--- config.mk ---
export PLATFORM = sky130hd
export DESIGN_NAME = disp_timing_flat
export DESIGN_NICKNAME = d
export VERILOG_FILES = /design/src/rtl/disp_timing_if.sv /design/src/rtl/disp_timing.sv /design/src/flat_wrapper.sv
export SDC_FILE = /design/constraint.sdc
export NUM_CORES = 1
export LEC_CHECK = 0
export ABC_AREA = 1
export CAP_MARGIN = 40
export CORE_ASPECT_RATIO = 1.25
export CORE_UTILIZATION = 40
export CTS_CLUSTER_DIAMETER = 200
export CTS_CLUSTER_SIZE = 16
export DETAILED_ROUTE_END_ITERATION = 8
export GPL_TIMING_DRIVEN = 0
export PLACE_DENSITY = 0.75
export SETUP_SLACK_MARGIN = 0.15
export SLEW_MARGIN = 20
export SYNTH_ARGS = -nofsm -noshare
export SYNTH_HDL_FRONTEND = slang
export SYNTH_SLANG_ARGS = --single-unit
--- constraint.sdc ---
create_clock -name CLK -period 1.7 [get_ports CLK]
set_input_delay 0.425 -clock CLK [delete_from_list [all_inputs] [get_ports CLK]]
set_output_delay 0.425 -clock CLK [all_outputs]
set_load 0.005 [all_outputs]
--- src/rtl/disp_timing_if.sv ---
// -----------------------------------------------------------------------------
// disp_timing_if
//   Bundle between the display timing generator and its consumers (colour-bar
//   and pixel generators on the CRT/LCD path).
//
//   EN          run request, driven by the consumer/controller
//   TX_HS       horizontal sync, level set by HS_POL of the generator
//   TX_VS       vertical sync, level set by VS_POL of the generator
//   TX_DE       data enable, high on an active pixel
//   TX_CLK      one-CLK-wide pixel enable
//   H_POS       horizontal position of the pixel currently presented
//   V_POS       vertical position of the pixel currently presented
//   FRAME_START high for the pixel period that presents (0,0)
//   BUSY        high while frames are being generated
//
//   master : the timing generator (drives timing, samples EN)
//   slave  : the consumer (drives EN, samples timing)
// -----------------------------------------------------------------------------
interface disp_timing_if;
  logic        EN;
  logic        TX_HS;
  logic        TX_VS;
  logic        TX_DE;
  logic        TX_CLK;
  logic [11:0] H_POS;
  logic [11:0] V_POS;
  logic        FRAME_START;
  logic        BUSY;

  modport master (
    input  EN,
    output TX_HS, TX_VS, TX_DE, TX_CLK, H_POS, V_POS, FRAME_START, BUSY
  );

  modport slave (
    output EN,
    input  TX_HS, TX_VS, TX_DE, TX_CLK, H_POS, V_POS, FRAME_START, BUSY
  );
endinterface

--- src/rtl/disp_timing.sv ---
// -----------------------------------------------------------------------------
// disp_timing
//   Display timing generator. CLK is divided into a one-cycle pixel enable
//   (TX_CLK); horizontal and vertical counters advance on that enable and the
//   sync / data-enable / frame-start outputs are decoded from the new counter
//   values on the same edge, so every output describes the position shown
//   with it. An EN/BUSY handshake makes sure only whole frames are emitted:
//   dropping EN lets the running frame finish before the generator idles.
//
// Ports
//   CLK    system clock
//   RST_N  synchronous, active-low reset
//   bus    disp_timing_if.master: EN in; TX_HS, TX_VS, TX_DE, TX_CLK, H_POS,
//          V_POS, FRAME_START, BUSY out
// -----------------------------------------------------------------------------
module disp_timing #(
  parameter int CKE_DIV  = 1,
  parameter int H_ACTIVE = 640,
  parameter int H_FP     = 16,
  parameter int H_SYNC   = 96,
  parameter int H_BP     = 48,
  parameter int V_ACTIVE = 480,
  parameter int V_FP     = 10,
  parameter int V_SYNC   = 2,
  parameter int V_BP     = 33,
  parameter bit HS_POL   = 1'b0,
  parameter bit VS_POL   = 1'b0
) (
  input  logic          CLK,
  input  logic          RST_N,
  disp_timing_if.master bus
);

  localparam int H_TOTAL = H_ACTIVE + H_FP + H_SYNC + H_BP;
  localparam int V_TOTAL = V_ACTIVE + V_FP + V_SYNC + V_BP;

  localparam logic [4:0]  DIV_LAST = 5'(CKE_DIV - 1);
  localparam logic [11:0] H_LAST   = 12'(H_TOTAL - 1);
  localparam logic [11:0] V_LAST   = 12'(V_TOTAL - 1);
  localparam logic [11:0] H_ACT    = 12'(H_ACTIVE);
  localparam logic [11:0] V_ACT    = 12'(V_ACTIVE);
  localparam logic [11:0] HS_BEG   = 12'(H_ACTIVE + H_FP);
  localparam logic [11:0] HS_END   = 12'(H_ACTIVE + H_FP + H_SYNC - 1);
  localparam logic [11:0] VS_BEG   = 12'(V_ACTIVE + V_FP);
  localparam logic [11:0] VS_END   = 12'(V_ACTIVE + V_FP + V_SYNC - 1);

  typedef enum logic [1:0] {
    S_IDLE = 2'd0,
    S_RUN  = 2'd1,
    S_STOP = 2'd2
  } state_t;

  state_t      state_q;
  logic [4:0]  div_q;
  logic [4:0]  div_d;
  logic        cke_q;
  logic [11:0] h_q;
  logic [11:0] v_q;
  logic [11:0] h_d;
  logic [11:0] v_d;
  logic        h_wrap;
  logic        frame_end;
  logic        de_q;
  logic        hs_q;
  logic        vs_q;
  logic        fs_q;
  logic        busy_q;

  function automatic logic dec_de(input logic [11:0] h, input logic [11:0] v);
    return (h < H_ACT) && (v < V_ACT);
  endfunction

  function automatic logic dec_hs(input logic [11:0] h);
    return ((h >= HS_BEG) && (h <= HS_END)) ? HS_POL : ~HS_POL;
  endfunction

  function automatic logic dec_vs(input logic [11:0] v);
    return ((v >= VS_BEG) && (v <= VS_END)) ? VS_POL : ~VS_POL;
  endfunction

  // Next counter values, used on every cke edge in RUN/STOP.
  always_comb begin
    div_d     = (div_q == DIV_LAST) ? 5'd0 : div_q + 5'd1;
    h_wrap    = (h_q == H_LAST);
    frame_end = h_wrap && (v_q == V_LAST);
    h_d       = h_wrap ? 12'd0 : h_q + 12'd1;
    v_d       = v_q;
    if (h_wrap) begin
      v_d = (v_q == V_LAST) ? 12'd0 : v_q + 12'd1;
    end
  end

  always_ff @(posedge CLK) begin
    if (!RST_N) begin
      div_q   <= 5'd0;
      cke_q   <= 1'b0;
      state_q <= S_IDLE;
      h_q     <= 12'd0;
      v_q     <= 12'd0;
      de_q    <= 1'b0;
      hs_q    <= ~HS_POL;
      vs_q    <= ~VS_POL;
      fs_q    <= 1'b0;
      busy_q  <= 1'b0;
    end else begin
      // The divider free-runs in every state; cke_q is high for the cycle
      // after the divider reaches its last count, giving a CKE_DIV period.
      div_q <= div_d;
      cke_q <= (div_q == DIV_LAST);

      if (cke_q) begin
        case (state_q)
          S_IDLE: begin
            if (bus.EN) begin
              // Start edge presents (0,0) directly.
              state_q <= S_RUN;
              h_q     <= 12'd0;
              v_q     <= 12'd0;
              de_q    <= dec_de(12'd0, 12'd0);
              hs_q    <= dec_hs(12'd0);
              vs_q    <= dec_vs(12'd0);
              fs_q    <= 1'b1;
              busy_q  <= 1'b1;
            end
          end

          S_RUN, S_STOP: begin
            if ((state_q == S_STOP) && frame_end && !bus.EN) begin
              // Frame finished after a stop request: back to idle values
              // instead of presenting a new (0,0).
              state_q <= S_IDLE;
              h_q     <= 12'd0;
              v_q     <= 12'd0;
              de_q    <= 1'b0;
              hs_q    <= ~HS_POL;
              vs_q    <= ~VS_POL;
              fs_q    <= 1'b0;
              busy_q  <= 1'b0;
            end else begin
              // EN only selects RUN vs STOP; the timing never stalls, so a
              // re-raised EN during STOP leaves the cadence untouched.
              state_q <= bus.EN ? S_RUN : S_STOP;
              h_q     <= h_d;
              v_q     <= v_d;
              de_q    <= dec_de(h_d, v_d);
              hs_q    <= dec_hs(h_d);
              vs_q    <= dec_vs(v_d);
              fs_q    <= frame_end;
              busy_q  <= 1'b1;
            end
          end

          default: begin
            state_q <= S_IDLE;
          end
        endcase
      end
    end
  end

  assign bus.TX_CLK      = cke_q;
  assign bus.TX_HS       = hs_q;
  assign bus.TX_VS       = vs_q;
  assign bus.TX_DE       = de_q;
  assign bus.H_POS       = h_q;
  assign bus.V_POS       = v_q;
  assign bus.FRAME_START = fs_q;
  assign bus.BUSY        = busy_q;

endmodule

--- src/flat_wrapper.sv ---
// flat-port wrapper written by rule: the top's interface ports become plain ports
module disp_timing_flat 
#(
  parameter int CKE_DIV  = 1,
  parameter int H_ACTIVE = 640,
  parameter int H_FP     = 16,
  parameter int H_SYNC   = 96,
  parameter int H_BP     = 48,
  parameter int V_ACTIVE = 480,
  parameter int V_FP     = 10,
  parameter int V_SYNC   = 2,
  parameter int V_BP     = 33,
  parameter bit HS_POL   = 1'b0,
  parameter bit VS_POL   = 1'b0
)
  (CLK, RST_N, bus_EN, bus_TX_HS, bus_TX_VS, bus_TX_DE, bus_TX_CLK, bus_H_POS, bus_V_POS, bus_FRAME_START, bus_BUSY);
  disp_timing_if bus_i ();
  input  logic CLK;
  input  logic RST_N;
  input wire logic [$bits(bus_i.EN)-1:0] bus_EN;
  output wire logic [$bits(bus_i.TX_HS)-1:0] bus_TX_HS;
  output wire logic [$bits(bus_i.TX_VS)-1:0] bus_TX_VS;
  output wire logic [$bits(bus_i.TX_DE)-1:0] bus_TX_DE;
  output wire logic [$bits(bus_i.TX_CLK)-1:0] bus_TX_CLK;
  output wire logic [$bits(bus_i.H_POS)-1:0] bus_H_POS;
  output wire logic [$bits(bus_i.V_POS)-1:0] bus_V_POS;
  output wire logic [$bits(bus_i.FRAME_START)-1:0] bus_FRAME_START;
  output wire logic [$bits(bus_i.BUSY)-1:0] bus_BUSY;
  assign bus_i.EN = bus_EN;
  assign bus_TX_HS = bus_i.TX_HS;
  assign bus_TX_VS = bus_i.TX_VS;
  assign bus_TX_DE = bus_i.TX_DE;
  assign bus_TX_CLK = bus_i.TX_CLK;
  assign bus_H_POS = bus_i.H_POS;
  assign bus_V_POS = bus_i.V_POS;
  assign bus_FRAME_START = bus_i.FRAME_START;
  assign bus_BUSY = bus_i.BUSY;
  disp_timing #(.CKE_DIV(CKE_DIV), .H_ACTIVE(H_ACTIVE), .H_FP(H_FP), .H_SYNC(H_SYNC), .H_BP(H_BP), .V_ACTIVE(V_ACTIVE), .V_FP(V_FP), .V_SYNC(V_SYNC), .V_BP(V_BP), .HS_POL(HS_POL), .VS_POL(VS_POL)) u_core (.CLK(CLK), .RST_N(RST_N), .bus(bus_i));
endmodule
==> reports/summary.md, run 1 <==
Routed wire length on met3: 348 µm. The growth of design area from synthesis to finish works out to 52.13%. After detailed routing, the number of remaining DRC violations is 0. The logs give 29.99% for the fraction of the yosys area taken by sequential cells and 4058 µm for the sum of met2 wire segment lengths after detailed routing. The synthesized design devotes to its leading area cell type 29.99% of total area. The run gives 2,757 as the via count of the first global-routing pass. The cell at the root of the clock tree is clkbuf_8. The number of cells traversed by the worst hold path came out at 1. Clock-pin slew was measured on the worst setup and hold paths at 80 ps. The worst pin sits at a relative slew slack of 63.42%. The worst path buffer plus inverter count was 1; the transition time at the pin with the least slew margin was 548.7 ps.

In this design, the stage delay of the slowest critical-path cell is 360 ps. In the final design database the tool counted 490 nets. The overall routing resource usage is 22.51%, and the post-detailed-placement half-perimeter wirelength is 4785 µm. The run gives -140 ps as the minimum setup slack among reg-to-reg paths.

The worst min-delay path class is reg -> reg. In the final layout, the share of cells above drive strength 1 is 35.70%. For this design, the slowest cell found on the critical path is dfxtp_4.

For the final database, setup skew stands at 5.109 ps. Averaged over all synthesized cells, the footprint is 6.285 µm². In this run the tool buffered the top-level ports with 32 buffer cells. The number of cells on the critical path was 14; the latest clock arrival within the worst-skew pair was 300 ps. The routed layout has 2,986 vias. Startpoint of the worst register-to-register path: u_core.bus.H_POS[1]. The die width is 72.29 µm, and the sum of overflow across all layers after global routing is 0. The TritonCTS buffer count came out at 5. Worst hold slack: 466.7 ps. In this run the power density over the cells is 492.1 nW/µm².

The sum of negative setup slack is -539.7 ps, and the via density per instance is 5.323. By startpoint and endpoint, the worst setup path is classified as reg -> reg. The number of nets handed over by synthesis was 405. Among all cell types in the netlist, the one instantiated most often is nand2_1.

During I/O placement, the number of pins put on the boundary was 33. The uppermost layer routed was met4. Leading register cell type out of synthesis: dfxtp_1.

Ranked by total cell area, the synthesized netlist is headed by dfxtp_1 (30%), nand2_1 (19%), nand3_1 (7.3%). Wires add up to 7775 µm. The checks that failed: negative setup slack. The die covers 6495 µm². For the maximum clock frequency, the log shows 544.0 MHz.

The commonest cells after synthesis are nand2_1 (122), inv_1 (47), nor2_1 (39). The leakage power came out at 1.696 nW. The synthesis warning total is 0, and the proportion of register bits with asynchronous set or reset after synthesis is 0%.

The kind of cell with the highest combined delay along the critical path is simple AND/OR/NAND/NOR gates. For this design, the sink count on the clock tree is 37. For the starting DRC count in detailed routing, the log shows 159.

VDD sags by at most 0.0003490 V. After detailed routing, the average wire length per cell comes to 13.86 µm. In this run the most critical hold path is launched from u_core.div_q[0]. The sort of element at the end of the critical path is a flip-flop. The initial utilization of the core area, before any placement, comes to 42.17%.

The count of endpoints failing setup in the final report was 8. Post-synthesis cell type with the largest combined area: dfxtp_1. After technology mapping, the gate count stands at 393. Of the available clock period, the critical path in the final layout requires 108.1%. The cell with the most instances on the worst path was nand2_1.

The first global-routing pass estimated 11,790 µm of wire. Entering global routing, the biggest net connects 13 pins. Counting flops and latches in the post-synthesis netlist gives 37. The worst setup margin was -138.4 ps; the worst-path maximum fanout was 7. Area of the core: 5857 µm². CTS built an H-tree with a depth of 2. The tool flagged a number of max-cap violations equal to 0.

The die span in y is 89.86 µm. The data required time of the worst path was 1890 ps. Summing every instance area after synthesis gives 2470 µm². Kind of launch point of the worst setup path: a flip-flop. The worst register-to-register path has a depth of 14. The distinct cell type count after synthesis is 34, and the number of buffers on the longest clock path is 2.

TritonCTS built the clock tree. Counting flops with a built-in enable in the synthesized netlist gives 0. For this run, the detailed router's first-pass iteration total came to 5. For the sum of routed wire segments on met1, the log shows 3025 µm. The flow ran to the end, but the final reports show violations. Traced cell by cell, the critical path runs through ha_4 > nand2_4 > nor2_8 > nand2_4 > nor2_8 > nand2_1 > nand2_1 > inv_1 > nor2_2 > nand2_1 > nor2_1 > nand3_1 > nand2_1 > nand2_1. Endpoint of the worst register-to-register path: u_core.bus.TX_VS. The initial antenna violation count is 0.

Final RePlAce weighted congestion: 0.8759. The worst hold path terminates at u_core.div_q[0]. Hold violation total from the final report: 0. After clock tree synthesis, the flow added hold-fix buffers numbering 0.

The number of antenna diodes in the final layout is 0. The detail route stage leaves a number of antenna-violating nets equal to 0. The tools report the max-slew violation count as 0.

Setup repair after global routing could not meet its margin everywhere. Data on the critical path arrives at its endpoint at 2030 ps. After floorplanning, the core was divided into 31 placement rows.

The routed design could run at a clock period as short as 1838 ps.
==> per-stage QoR <==
stage	worst slack (ps)	util, %	cells	power, mW	area [µm²]
after global routing	-217.2	64.15	561	1.921	3757
after CTS	-74.03	60.14	552	1.839	3522
after floorplan	74.99	-	393	0.9999	2512
after detailed placement	-508.1	50.12	507	1.067	2935
final	-138.4	64.15	561	1.849	3757
after global placement	-438.2	50.12	507	1.062	2935
==> worst max path at each step <==
stage	startpoint	endpoint
detailed placement	bus_EN	u_core.bus.H_POS[10]
floorplan	u_core.bus.H_POS[0]	u_core.bus.TX_VS
finish	u_core.bus.H_POS[1]	u_core.bus.TX_VS
CTS	u_core.bus.H_POS[1]	u_core.bus.TX_DE
global route	u_core.bus.H_POS[1]	u_core.bus.TX_VS
global placement	bus_EN	u_core.bus.H_POS[6]
==> per-layer routing <==
layer	vias up	GRT usage, %
li1	1428	-
met1	1406	24.72
met2	115	40.19
met3	37	3.363
met4	0	12.42
met5	-	0
==> layout make-up <==
class / count / area (µm²)
Multi-Input combinational cell: 296 / 1760
Timing Repair inverter: 1 / 7.507
Sequential cell: 37 / 812.0
Clock inverter: 3 / 41.29
Fill cell: 469 / 2100
Clock buffer: 5 / 68.82
Tap cell: 82 / 102.6
Buffer: 9 / 90.09
Inverter: 51 / 201.4
Timing Repair Buffer: 77 / 673.1
==> flip-flops by register name (all words and copies together) (netlist names) <==
name                    flops
u_core.bus.TX_VS            1
u_core.bus.BUSY             1
u_core.bus.H_POS           12
u_core.bus.TX_CLK           1
u_core.bus.FRAME_START      1
u_core.div_q                5
u_core.bus.TX_DE            1
u_core.bus.TX_HS            1
u_core.bus.V_POS           12
u_core.state_q              2
==> worst register-to-register path, cell delays in order, from the launching register on <==
cell     delay [ps]
dfxtp_4         360
ha_4            140
nand2_4          60
nor2_8          160
nand2_4          90
nor2_8          170
nand2_1          90
nand2_1          60
inv_1            60
nor2_2          150
nand2_1          70
nor2_1          120
nand3_1          80
nand2_1          60
nand2_1          40
==> what timing repair did <==
item                                    in CTS  in global routing
cloned                                       1                  1
resized for setup                          112                 42
hold endpoints to repair                     0                  0
pin swaps                                   13                 20
endpoints found under the setup margin      59                 37
setup buffers                               36                  8
==> cells by family after synthesis <==
logic type                 after synthesis  synth area share [%]
and+or+nand+nor                        233                 42.65
adders and majority gates                9                 4.559
xor gates and xnor gates                 3                 1.064
AOI/OAI and AO/OA                       51                 11.55
buffers and inverters                   60                 10.18
DFF                                     37                 29.99
==> power by group <==
part           leakage, nW  switching [mW]  total, mW  internal (mW)
Sequential           0.316          0.0107      0.874          0.863
Combinational         1.33           0.122      0.207         0.0851
Clock               0.0518           0.336      0.768          0.432
==> placed cells by master (no fill, tap or decap), drive strengths merged <==
cell type / instances
a21oi: 32
a22oi: 2
a2bb2oi: 1
buf: 49
bufinv: 1
clkbuf: 10
clkdlybuf4s50: 6
clkinv: 1
clkinvlp: 2
dfxtp: 37
dlygate4sd2: 24
dlymetal6s2s: 2
ha: 9
inv: 51
nand2: 127
nand3: 39
nand4: 10
nor2: 48
nor3: 4
o211ai: 2
o21ai: 10
o21bai: 3
o22ai: 1
or2: 5
xnor2: 1
xor2: 2
Note: power is estimated with default switching activity, not from simulation.
==> run 2: changes to the inputs <==
--- a/config.mk
+++ b/config.mk
@@ -13,9 +13,9 @@
 export CTS_CLUSTER_SIZE = 16
 export DETAILED_ROUTE_END_ITERATION = 8
 export GPL_TIMING_DRIVEN = 0
-export PLACE_DENSITY = 0.75
+export PLACE_DENSITY = 0.73
 export SETUP_SLACK_MARGIN = 0.15
-export SLEW_MARGIN = 20
+export SLEW_MARGIN = 15
 export SYNTH_ARGS = -nofsm -noshare
 export SYNTH_HDL_FRONTEND = slang
 export SYNTH_SLANG_ARGS = --single-unit
==> constraint.sdc (replaced) <==
create_clock -name CLK -period 2.4 [get_ports CLK]
set_input_delay 0.6 -clock CLK [delete_from_list [all_inputs] [get_ports CLK]]
set_output_delay 0.6 -clock CLK [all_outputs]
set_load 0.005 [all_outputs]
==> reports/summary.md, run 2 (same netlist as run 1, synthesis figures left out) <==
For the wire length of the first global-routing pass, the log shows 10,290 µm. The max-slew violation count was 0; the met1 usage in global routing was 23.75%. The post-CTS setup buffer count came out at 0. From bottom edge to top edge, the die measures 89.86 µm. In the final layout, the multi-input gates occupy 1481 µm². Summed over all layers, the global routing overflow is 0. Data required time of the worst path: 2600 ps.

In this run the count of I/O pins placed on the die edge is 33. The tools report the initial antenna violation count as 0. The run finished with clean final reports. Overall die area: 6495 µm². Summed over all cells, the static leakage comes to 1.255 nW. The largest individual stage delay along the critical path comes from the cell dfxtp_1. The delay of the slowest cell on the worst path is 420 ps, and the via density per instance is 5.124. The clock period minus worst slack came out at 2073 ps. The share of post-route cells with drive strength above 1 was 9.931%; the detailed-route wire length per cell was 12.13 µm.

Clock tree synthesis inserted a total of 5 buffers. IR analysis of the VDD net gives a maximum drop of 0.0002327 V. The headroom to the max-slew limit is 64.41%. For the pin with the worst max-slew slack, the measured transition is 533.9 ps. TritonCTS built the clock tree. The CTS clock-pin slew for the worst setup and hold paths came out at 80 ps. The core region is 5857 µm².

The post-detailed-placement half-perimeter wirelength came out at 4620 µm. The detailed router finished its first iteration with 167 violations. The run gives 0 as the number of buffers inserted for hold repair after clock tree synthesis. Final hold analysis gives a worst-case slack of 468.0 ps. The first-pass detailed-route iteration total is 5. The routed layout has 2,639 vias.

The via count of the first global-routing pass was 2,384; the max-capacitance violation count was 0. In this run the horizontal extent of the chip is 72.29 µm. Global routing consumed, on the met2 layer, 33.41% of the routing resources. The cell at the root of the clock tree was clkbuf_8. The maximum number of pins on one net before global-route repair is 14.

Traced cell by cell, the critical path runs through ha_1 > nand2_2 > nor2_8 > nand2_4 > nor2_8 > buf_12 > nand2_1 > o21ai_0 > nand2_1 > nor2_1 > nand3_1 > nand2_1 > nand2_1. The power density over cell area came out at 430.9 nW/µm². The level count of the clock H-tree is 2, and the CTS sink count is 37. After detailed routing, the number of remaining DRC violations is 0. Power comes to 1.299 mW. In this run the worst path has a maximum fanout of 10.

The effective utilization at floorplan is 42.17%. The longest clock path from root to sink contains 2 buffers. The global routing stage identified its most utilized layer as met2. After detailed routing, the total wire length is 6249 µm.

The number of fill cells is 599, and the maximum clock frequency is 482.4 MHz. Count of endpoints failing setup in the final report: 0. The tools report the final-stage net count as 444. The top cell types in the final layout, fill and taps aside, are nand2_1 (122), inv_1 (47), nor2_1 (39). The startpoint-to-endpoint class of the critical path was reg -> reg.

The worst min-delay path class is reg -> reg. The run gives 2893 µm² as the total cell area at the placement stage. The worst setup path is captured at a flip-flop. 0 antenna diodes ended up in the layout. The later pin in the worst-skew pair is clocked with a latency of 300 ps. The number of port buffers came out at 32. The clock skew was 5.632 ps. The worst path buffer plus inverter count is 1, and the final non-filler cell area is 3014 µm². Data on the critical path arrives at its endpoint at 2270 ps. By instance count, the cell type seen most on the critical path is nand2_1.

The run gives 0 as the number of antenna-violating nets in the routed design. The growth of design area from synthesis to finish was 22.04%. Global routing used 19.68% of the available tracks.

Setup repair after global routing left no endpoint under its margin. The met3 track demand over resource was 2.803%; the number of resized instances in the post-cts repair step was 1. The utilization after layout is 51.46%, and the placement row count is 31. The area taken by flip-flops and latches was 742.0 µm²; the final cycle utilization of the critical path was 86.38%. The congestion estimate from routability-driven global placement came to 0.8725.

STA classifies the critical path startpoint as a flip-flop. The most frequent standard cell in the layout excluding fill and tap cells was nand2_1. The kind of cell with the highest combined delay along the critical path is simple AND/OR/NAND/NOR gates. The run gives 0 as the hold violation total from the final report.
## run 2: per-layer routing
layer  vias up  part of all wire, %
met5         -                    0
met2        68                   49
met3        14                  3.6
met1      1220                   44
met4         0                  2.5
li1       1337                    -
## run 2: metrics by stage
stage                     setup WS [ps]  setup TNS, ps  cells
after CTS                         259.1              0    515
after floorplan                   627.4              0    393
after global placement           -195.5          -2858    507
final                             326.9              0    515
after detailed placement         -192.6          -2713    507
after global routing              158.4              0    515
## run 2: path summary, 6_finish.rpt
kind	startpoint	endpoint	slack, ps	cells past startpoint
worst min-delay path	u_core.div_q[0]	u_core.div_q[0]	470	1
worst max-delay path	u_core.bus.H_POS[1]	u_core.bus.TX_VS	330	13
worst min register to register	u_core.div_q[0]	u_core.div_q[0]	470	1
worst max register to register	u_core.bus.H_POS[1]	u_core.bus.TX_VS	330	13
## run 2: area by class of cell
| class | instances | area share (%) |
|---|---|---|
| inverter | 51 | 6.351 |
| timing repair buffer | 32 | 10.63 |
| clock inverter | 3 | 1.536 |
| sequential | 37 | 24.62 |
| multi-input combinational | 296 | 49.15 |
| tap | 82 | 3.404 |
| clock buffer | 5 | 2.283 |
| buffer | 9 | 2.034 |
## run 2: power breakdown
| part | internal [mW] | total, mW | switching [mW] |
|---|---|---|---|
| clock network | 0.311 | 0.562 | 0.251 |
| logic | 0.0397 | 0.103 | 0.0632 |
| registers | 0.626 | 0.634 | 0.00823 |
| total | 0.977 | 1.30 | 0.322 |
